## src/rtl/lfsr_share_if.sv

```systemverilog
// Request/response bundle between the two requesters, the response consumer
// and lfsr_share_ctrl.
interface lfsr_share_if #(
  parameter int STEP_W = 4
);
  logic              req0_valid;
  logic              req0_ready;
  logic              req0_load;
  logic [5:0]        req0_seed;
  logic [STEP_W-1:0] req0_steps;

  logic              req1_valid;
  logic              req1_ready;
  logic              req1_load;
  logic [5:0]        req1_seed;
  logic [STEP_W-1:0] req1_steps;

  logic              rsp_valid;
  logic              rsp_ready;
  logic [5:0]        rsp_data;
  logic              rsp_id;

  modport master (
    output req0_valid, req0_load, req0_seed, req0_steps,
    output req1_valid, req1_load, req1_seed, req1_steps,
    input  req0_ready, req1_ready,
    input  rsp_valid, rsp_data, rsp_id,
    output rsp_ready
  );

  modport slave (
    input  req0_valid, req0_load, req0_seed, req0_steps,
    input  req1_valid, req1_load, req1_seed, req1_steps,
    output req0_ready, req1_ready,
    output rsp_valid, rsp_data, rsp_id,
    input  rsp_ready
  );
endinterface

```

## src/rtl/lfsr_share_ctrl.sv

```systemverilog
// Round-robin sharing of one external 6-bit parallel-load LFSR between two
// requesters: optional seed, N steps, result returned on a valid/ready channel.
module lfsr_share_ctrl #(
  parameter int         STEP_W       = 4,
  parameter logic [5:0] DEFAULT_SEED = 6'h20
) (
  input  logic       clk,
  input  logic       rst_n,
  lfsr_share_if.slave bus,
  output logic       lfsr_sel,
  output logic [5:0] lfsr_pin,
  input  logic [5:0] lfsr_pout,
  output logic       busy
);

  typedef enum logic [1:0] {IDLE, LOAD, SHIFT, RESP} state_t;

  typedef struct packed {
    logic       id;
    logic       load;
    logic [5:0] seed;
  } cap_t;

  state_t            state, state_nxt;
  cap_t              cap, cap_nxt;
  logic [STEP_W-1:0] cnt, cnt_nxt;
  logic              rr_ptr, rr_nxt;

  logic [1:0]              req_vld;
  logic [1:0]              gnt;
  logic [1:0]              req_load;
  logic [1:0][5:0]         req_seed;
  logic [1:0][STEP_W-1:0]  req_steps;

  assign req_vld   = {bus.req1_valid, bus.req0_valid};
  assign req_load  = {bus.req1_load,  bus.req0_load};
  assign req_seed  = {bus.req1_seed,  bus.req0_seed};
  assign req_steps = {bus.req1_steps, bus.req0_steps};

  // Grants only in IDLE; on contention rr_ptr picks the winner.
  always_comb begin
    gnt = 2'b00;
    if (rst_n && state == IDLE) begin
      if (req_vld[0] && (!req_vld[1] || !rr_ptr)) gnt[0] = 1'b1;
      else if (req_vld[1])                         gnt[1] = 1'b1;
    end
  end

  assign bus.req0_ready = gnt[0];
  assign bus.req1_ready = gnt[1];

  always_ff @(posedge clk or negedge rst_n) begin
    if (!rst_n) begin
      state  <= IDLE;
      cap    <= '0;
      cnt    <= '0;
      rr_ptr <= 1'b0;
    end else begin
      state  <= state_nxt;
      cap    <= cap_nxt;
      cnt    <= cnt_nxt;
      rr_ptr <= rr_nxt;
    end
  end

  always_comb begin
    state_nxt     = state;
    cap_nxt       = cap;
    cnt_nxt       = cnt;
    rr_nxt        = rr_ptr;
    lfsr_sel      = 1'b0;
    lfsr_pin      = lfsr_pout;
    bus.rsp_valid = 1'b0;
    unique case (state)
      IDLE: begin
        if (gnt != 2'b00) begin
          cap_nxt.id   = gnt[1];
          cap_nxt.load = req_load[gnt[1]];
          cap_nxt.seed = req_seed[gnt[1]];
          cnt_nxt      = req_steps[gnt[1]];
          if (req_load[gnt[1]])              state_nxt = LOAD;
          else if (req_steps[gnt[1]] != '0) state_nxt = SHIFT;
          else                               state_nxt = RESP;
        end
      end
      LOAD: begin
        lfsr_pin  = (cap.seed == 6'h00) ? DEFAULT_SEED : cap.seed;
        state_nxt = (cnt != '0) ? SHIFT : RESP;
      end
      SHIFT: begin
        // A locked all-zero register is reseeded; that cycle still counts as a step.
        if (lfsr_pout == 6'h00) lfsr_pin = DEFAULT_SEED;
        else                    lfsr_sel = 1'b1;
        cnt_nxt = cnt - 1'b1;
        if (cnt <= 1) state_nxt = RESP;
      end
      RESP: begin
        bus.rsp_valid = 1'b1;
        if (bus.rsp_ready) begin
          state_nxt = IDLE;
          rr_nxt    = ~cap.id;
        end
      end
      default: state_nxt = IDLE;
    endcase
    if (!rst_n) begin
      lfsr_sel = 1'b0;
      lfsr_pin = 6'h00;
    end
  end

  assign bus.rsp_data = bus.rsp_valid ? lfsr_pout : 6'h00;
  assign bus.rsp_id   = cap.id;
  assign busy         = (state != IDLE);

endmodule

```

## src/flat_wrapper.sv

```systemverilog
// flat-port wrapper written by rule: the top's interface ports become plain ports
module lfsr_share_ctrl_flat 
#(
  parameter int         STEP_W       = 4,
  parameter logic [5:0] DEFAULT_SEED = 6'h20
)
  (clk, rst_n, lfsr_sel, lfsr_pin, lfsr_pout, busy, bus_req0_valid, bus_req0_load, bus_req0_seed, bus_req0_steps, bus_req1_valid, bus_req1_load, bus_req1_seed, bus_req1_steps, bus_req0_ready, bus_req1_ready, bus_rsp_valid, bus_rsp_data, bus_rsp_id, bus_rsp_ready);
  lfsr_share_if #(.STEP_W(STEP_W)) bus_i ();
  input  logic clk;
  input  logic rst_n;
  output logic lfsr_sel;
  output logic [5:0] lfsr_pin;
  input  logic [5:0] lfsr_pout;
  output logic busy;
  input wire logic [$bits(bus_i.req0_valid)-1:0] bus_req0_valid;
  input wire logic [$bits(bus_i.req0_load)-1:0] bus_req0_load;
  input wire logic [$bits(bus_i.req0_seed)-1:0] bus_req0_seed;
  input wire logic [$bits(bus_i.req0_steps)-1:0] bus_req0_steps;
  input wire logic [$bits(bus_i.req1_valid)-1:0] bus_req1_valid;
  input wire logic [$bits(bus_i.req1_load)-1:0] bus_req1_load;
  input wire logic [$bits(bus_i.req1_seed)-1:0] bus_req1_seed;
  input wire logic [$bits(bus_i.req1_steps)-1:0] bus_req1_steps;
  output wire logic [$bits(bus_i.req0_ready)-1:0] bus_req0_ready;
  output wire logic [$bits(bus_i.req1_ready)-1:0] bus_req1_ready;
  output wire logic [$bits(bus_i.rsp_valid)-1:0] bus_rsp_valid;
  output wire logic [$bits(bus_i.rsp_data)-1:0] bus_rsp_data;
  output wire logic [$bits(bus_i.rsp_id)-1:0] bus_rsp_id;
  input wire logic [$bits(bus_i.rsp_ready)-1:0] bus_rsp_ready;
  assign bus_i.req0_valid = bus_req0_valid;
  assign bus_i.req0_load = bus_req0_load;
  assign bus_i.req0_seed = bus_req0_seed;
  assign bus_i.req0_steps = bus_req0_steps;
  assign bus_i.req1_valid = bus_req1_valid;
  assign bus_i.req1_load = bus_req1_load;
  assign bus_i.req1_seed = bus_req1_seed;
  assign bus_i.req1_steps = bus_req1_steps;
  assign bus_req0_ready = bus_i.req0_ready;
  assign bus_req1_ready = bus_i.req1_ready;
  assign bus_rsp_valid = bus_i.rsp_valid;
  assign bus_rsp_data = bus_i.rsp_data;
  assign bus_rsp_id = bus_i.rsp_id;
  assign bus_i.rsp_ready = bus_rsp_ready;
  lfsr_share_ctrl #(.STEP_W(STEP_W), .DEFAULT_SEED(DEFAULT_SEED)) u_core (.clk(clk), .rst_n(rst_n), .bus(bus_i), .lfsr_sel(lfsr_sel), .lfsr_pin(lfsr_pin), .lfsr_pout(lfsr_pout), .busy(busy));
endmodule
```

## config.mk

```make
export PLATFORM = sky130hd
export DESIGN_NAME = lfsr_share_ctrl_flat
export DESIGN_NICKNAME = d
export VERILOG_FILES = /design/src/rtl/lfsr_share_if.sv /design/src/rtl/lfsr_share_ctrl.sv /design/src/flat_wrapper.sv
export SDC_FILE = /design/constraint.sdc
export NUM_CORES = 1
export LEC_CHECK = 0
export ABC_AREA = 1
export CAP_MARGIN = 15
export CORE_ASPECT_RATIO = 1.2
export CORE_MARGIN = 3
export CORE_UTILIZATION = 25
export DETAILED_ROUTE_END_ITERATION = 8
export REMOVE_ABC_BUFFERS = 1
export SETUP_SLACK_MARGIN = 0.02
export SYNTH_ARGS = -nofsm -noshare
export SYNTH_HDL_FRONTEND = slang
export SYNTH_SLANG_ARGS = --single-unit
export TNS_END_PERCENT = 20
```

## constraint.sdc

```tcl
create_clock -name clk -period 2.23 [get_ports clk]
set_input_delay 0.223 -clock clk [delete_from_list [all_inputs] [get_ports clk]]
set_output_delay 0.223 -clock clk [all_outputs]
set_load 0.02 [all_outputs]
```

# --- After elaboration in Yosys (flattened, before gate mapping) ---
# Cells that the tools add are included.
totals:
  word_cells: 60
  output_inout_bits: 18
  inputBits: 33
  latchBits: 0
  regBits: 14
  ram_bits: 0
  mem_count: 0
  romBits: 0
op_classes:
  magnitude_cmp: 2
  n_reduce_logical: 17
  n_bitwise: 1
  n_addsub: 1
  mul: 0
  n_eq_ne: 6
  n_shift: 0
  mux: 28
  n_div: 0
op_table:
  columns: ["operator", "count"]
  rows:
  - ["2-to-1 mux 6 bit", 6]
  - ["zero test 6 bit", 2]
  - ["2-to-1 mux 4 bit", 3]
  - ["one-hot mux 6 bit (2 select lines)", 1]
  - ["2-to-1 mux 1 bit", 11]
  - ["2-to-1 mux 2 bit", 5]
  - ["one-hot mux 2 bit (4 select lines)", 1]
  - ["one-hot mux 4 bit (2 select lines)", 1]
  - ["nonzero test 4 bit", 2]
  - ["AND reduction 2 bit", 3]
  - ["nonzero test 2 bit", 3]
  - ["== test 2 bit (second input constant)", 2]
  - ["<= comparator 4 x 1 -> 1 bit (second input constant)", 1]
  - ["inequality test 2 bit (second input constant)", 2]
  - ["subtractor 4 x 1 -> 4 bit (second input constant)", 1]
  - ["AND reduction 3 bit", 1]
  - ["== test 2 x 1 -> 1 bit (second input constant)", 1]
  - ["logical AND 1 bit", 2]
  - ["zero test 1 bit", 2]
  - ["zero test 2 bit", 1]
  - ["< comparator 1 x 2 -> 1 bit (second input constant)", 1]
  - ["inequality test 2 x 1 -> 1 bit (second input constant)", 1]
  - ["logical OR 1 bit", 1]
  - ["NOT 1 bit", 1]

# --- Longest topological paths before layout ---
logic_depth:
  depth_word: 12
  mapped_depth: 13
  ltp_nobuf: 12

# --- Least setup slack after synthesis ---
# No wires, ideal clock.
synth_timing:
  path_kind: "register to register"
  startpoint: "register u_core.state[0]"
  endpoint: "register u_core.cap[5] in the netlist's numbering"
  period_less_slack_ns: 1.739
  setup_slack_ns: 0.491
  setup_ns: 0.082
  arrival_ns: 1.656
  required_ns: 2.148
  n_path_buf: 1
  stages_incl_launch_ff: 10
  cell_sequence: "dfrtp_1 inv_1 ha_1 nand2_2 nor2_1 nor2_2 inv_1 buf_4 o21ai_0 o22ai_1"
synth_between:
  elab_chain_len: 5
  elab_cells_between_ends: 7
  cone_classes: "mux: 3; reduce/logical: 4"
synth_rtl:
  columns: ["item", "line", "rtl"]
  rows:
  - ["from (decl)", "lfsr_share_ctrl.sv:24", "state_t state, state_nxt;"]
  - ["from (signal assigned)", "lfsr_share_ctrl.sv:59", "state <= state_nxt;"]
  - ["zero test 2 bit", "lfsr_share_ctrl.sv:43", "if (rst_n && state == IDLE) begin"]
  - ["logical AND 1 bit", "lfsr_share_ctrl.sv:43", null]
  - ["2-to-1 mux 2 bit", "lfsr_share_ctrl.sv:43", null]
  - ["via bus_req0_ready", "flat_wrapper.sv:23", "output wire logic [$bits(bus_i.req0_ready)-1:0] bus_req0_ready;"]
  - ["nonzero test 2 bit", "lfsr_share_ctrl.sv:76", "if (gnt != 2'b00) begin"]
  - ["AND reduction 2 bit (no line)", null, null]
  - ["to (signal assigned)", "lfsr_share_ctrl.sv:60", "cap <= cap_nxt;"]
  - ["to (decl)", "lfsr_share_ctrl.sv:25", "cap_t cap, cap_nxt;"]
# The timed path passes the listed nets, and every way through them passes these cells. The select of a mux whose other input is x is not followed.
# A chain may end at the register's enable or synchronous reset.

# --- Final worst setup path ---
layout_timing:
  startpoint: "register u_core.state[0]"
  endpoint: "output port lfsr_pin[0]"
layout_between:
  elab_chain_len: 3
  elab_cells_between_ends: 4
  cone_classes: "eq/ne: 2; mux: 2"
layout_rtl:
  columns: ["item", "line", "rtl"]
  rows:
  - ["== test 2 bit or == test 2 x 1 -> 1 bit (tied branches)", "lfsr_share_ctrl.sv:74", "unique case (state)"]
  - ["one-hot mux 6 bit (2 select lines) (*)", "lfsr_share_ctrl.sv:74", null]
  - ["2-to-1 mux 6 bit (*)", "lfsr_share_ctrl.sv:106", "if (!rst_n) begin"]
  - ["to (decl)", "flat_wrapper.sv:12", "output logic [5:0] lfsr_pin;"]
# Mark *: on every way between the ends. The rest lies on a longest branch, timed or not.

==> metrics <==
largest net degree at the start of global routing 13; most frequent cells in the layout 42 x clkdlybuf4s50_1, 41 x nand2_1, 31 x inv_1; # setup viols final 0; overall global routing resource usage approximately 12%; drt first pass iters 4; fraction of final layout cells sized beyond drive strength 1 11.4%; root cell of the clock tree clkbuf_8; Post-Route WL ~3100 um; EDFF count, synth 0; vias in the first global route around 1200; RSZ-0062 raised after global routing false; clock network latency to the later pin of the worst-skew pair 0.25 ns; status finished, final reports clean; clk_skew between 0.003 and 0.004 ns; Worst Tran Pin Value around 0.35 ns; setup TNS 0 ns; post-layout min period 2.09 ns; chip height 80.0 um; Worst setup EP type output pin; ANT nets after route 0; n_diodes 0; commonest non-fill, non-tap cell in the layout clkdlybuf4s50_1; dominant synthesized flop cell dfrtp_1; Leak approximately 0.93 nW; initial DRC count 55; Vias/cell around 4.4; Final nets 270; initial core utilization roughly a quarter; core area between 4000 and 5000 um^2; Max rail drop VDD roughly 0.00031 V; H-Tree Depth 1; row count 26; Num CTS Buffers 3; post-synthesis average cell area approximately 6.6 um^2; Placed Area 1740 um^2; Cells after Synth roughly 170; CP Launch Type flip-flop; Area Growth Syn to Fin 56.7%; Slew headroom between 70% and 80%; PwrDens roughly 1100 nW/um^2; RePlAce Congestion between 0.8 and 0.9; grt ovf 0; asr flop ratio synth 100%; hold crit path type input port to asynchronous set/reset pin; register area share after synthesis 30.7%; critical path fanouts, max 6; Critical Path AT around 1.9 ns; post-route cell area 1790 um^2; CP required between 2 and 2.5 ns; CTS tree done; initial antenna violation count 0; Final Util 41.3%; Chip Width slightly below 70 um; I/O pin cnt 51; DR WL/cell roughly 11 um; clock tree buffer depth 2; total number of vias between 1000 and 1500; worst hold slack 0.473 ns; MaxCap Viol Count 0; Distinct cells, synth 24; Final period util 93.7%; global-route wire length before repair between 5000 and 6000 um; Synth Register Bits 14; fillers 453; Fin. Hold Viols 0; IO Port Bufs 50; Critical Setup Path Class flip-flop to output pin; Max Fclk 0.478 GHz; Synth Warn # 0; Mapped Area 1140 um^2; clock net sink count 14; HPWL Detailed between 2000 and 3000 um; Die Area about 5400 um^2; DRC viols 0; post-CTS setup buffers 0; Slew Viols, Final 0; clock transition at the registers of the reported paths 0.06 ns
==> worst paths after layout <==
kind                                         from                 to  slack [ns]  depth (start not counted)
worst max-delay path              u_core.state[0]        lfsr_pin[0]        0.14                          8
worst min-delay path                        rst_n    u_core.state[0]        0.47                          2
worst max register to register    u_core.state[0]      u_core.cap[0]        0.43                          9
worst min register to register  u_core.bus.rsp_id      u_core.rr_ptr        0.50                          1
max in group asynchronous                   rst_n  u_core.bus.rsp_id        1.64                          2
min in group clk                u_core.bus.rsp_id      u_core.rr_ptr        0.50                          1
==> worst max-delay path: stages (launching register included) <==
cell and delay (ns):
dfrtp_1 0.39, inv_1 0.10, ha_1 0.34, inv_1 0.08, nor2_1 0.04, inv_1 0.13
nand2_1 0.07, a21oi_1 0.13, dlygate4sd2_1 0.35
==> through the flow <==
step / power (mW) / std cells / setup WS [ns]
2_1_floorplan: 1.25 / 167 / 0.455
3_3_place_gp: 1.71 / 281 / 0.164
3_5_place_dp: 1.72 / 281 / 0.122
4_1_cts: 1.95 / 285 / 0.0523
5_1_grt: 2.14 / 285 / 0.0217
6_report: 1.94 / 285 / 0.140
==> Yosys cell counts, types with 2 or more instances <==
| cell type | number | area share, % |
|---|---|---|
| nand2_1 | 41 | 13 |
| buf_2 | 2 | 0.88 |
| o22ai_1 | 7 | 3.8 |
| ha_1 | 7 | 7.7 |
| a31oi_1 | 2 | 1.1 |
| o21ai_0 | 15 | 6.6 |
| inv_1 | 31 | 10 |
| dfrtp_1 | 14 | 31 |
| o211ai_1 | 2 | 1.3 |
| nand2_2 | 5 | 2.7 |
| nand3_1 | 9 | 3.9 |
| nor2_1 | 15 | 4.9 |
| a21oi_1 | 9 | 3.9 |
| nor2_2 | 3 | 1.6 |
==> cell families (layout without fill, tap and decap cells) <==
group | Yosys count | after routing | synth area share (%)
simple gates | 77 | 77 | 29.8
flops | 14 | 14 | 30.7
xor+xnor | 1 | 1 | 0.768
fa+ha+maj | 7 | 7 | 7.68
compound gates | 37 | 37 | 18.0
buf+inv | 36 | 93 | 13.0
==> state kept, by name, summed over array words and instances, names as in the netlist <==
register / count
u_core.bus.rsp_id: 1
u_core.cap: 6
u_core.cnt: 4
u_core.rr_ptr: 1
u_core.state: 2
==> routing by layer <==
metal / vias to the layer above / global-route usage, % / part of all wire, %
met1: 529 / 16.2 / 46
met2: 47 / 18.2 / 44
met3: 6 / 3.52 / 9.0
met4: 0 / 4.26 / 1.6
met5: - / 0 / 0
li1: 658 / - / -
==> power breakdown <==
group / leakage (nW) / switching (mW) / internal (mW)
Clock: 0.0288 / 0.0933 / 0.157
Sequential: 0.167 / 0.0744 / 0.385
Combinational: 0.731 / 0.720 / 0.507
Total: 0.927 / 0.888 / 1.05
==> final cells by class <==
type / instances / area, um^2 / area share, %
clock buffers: 4 / 55.1 / 3.08
repair buffers: 58 / 554 / 31.0
multi-input cells: 122 / 642 / 35.9
well taps: 56 / 70.1 / 3.92
flip-flops and latches: 14 / 350 / 19.6
inverters: 31 / 116 / 6.51
==> timing repair <==
| item | in CTS | in global routing |
|---|---|---|
| cloned | 0 | 0 |
| hold buffers | 0 | 0 |
| setup endpoints to repair | 6 | 7 |
| resized for setup | 6 | 9 |
Power figures use the tool's default switching activity.
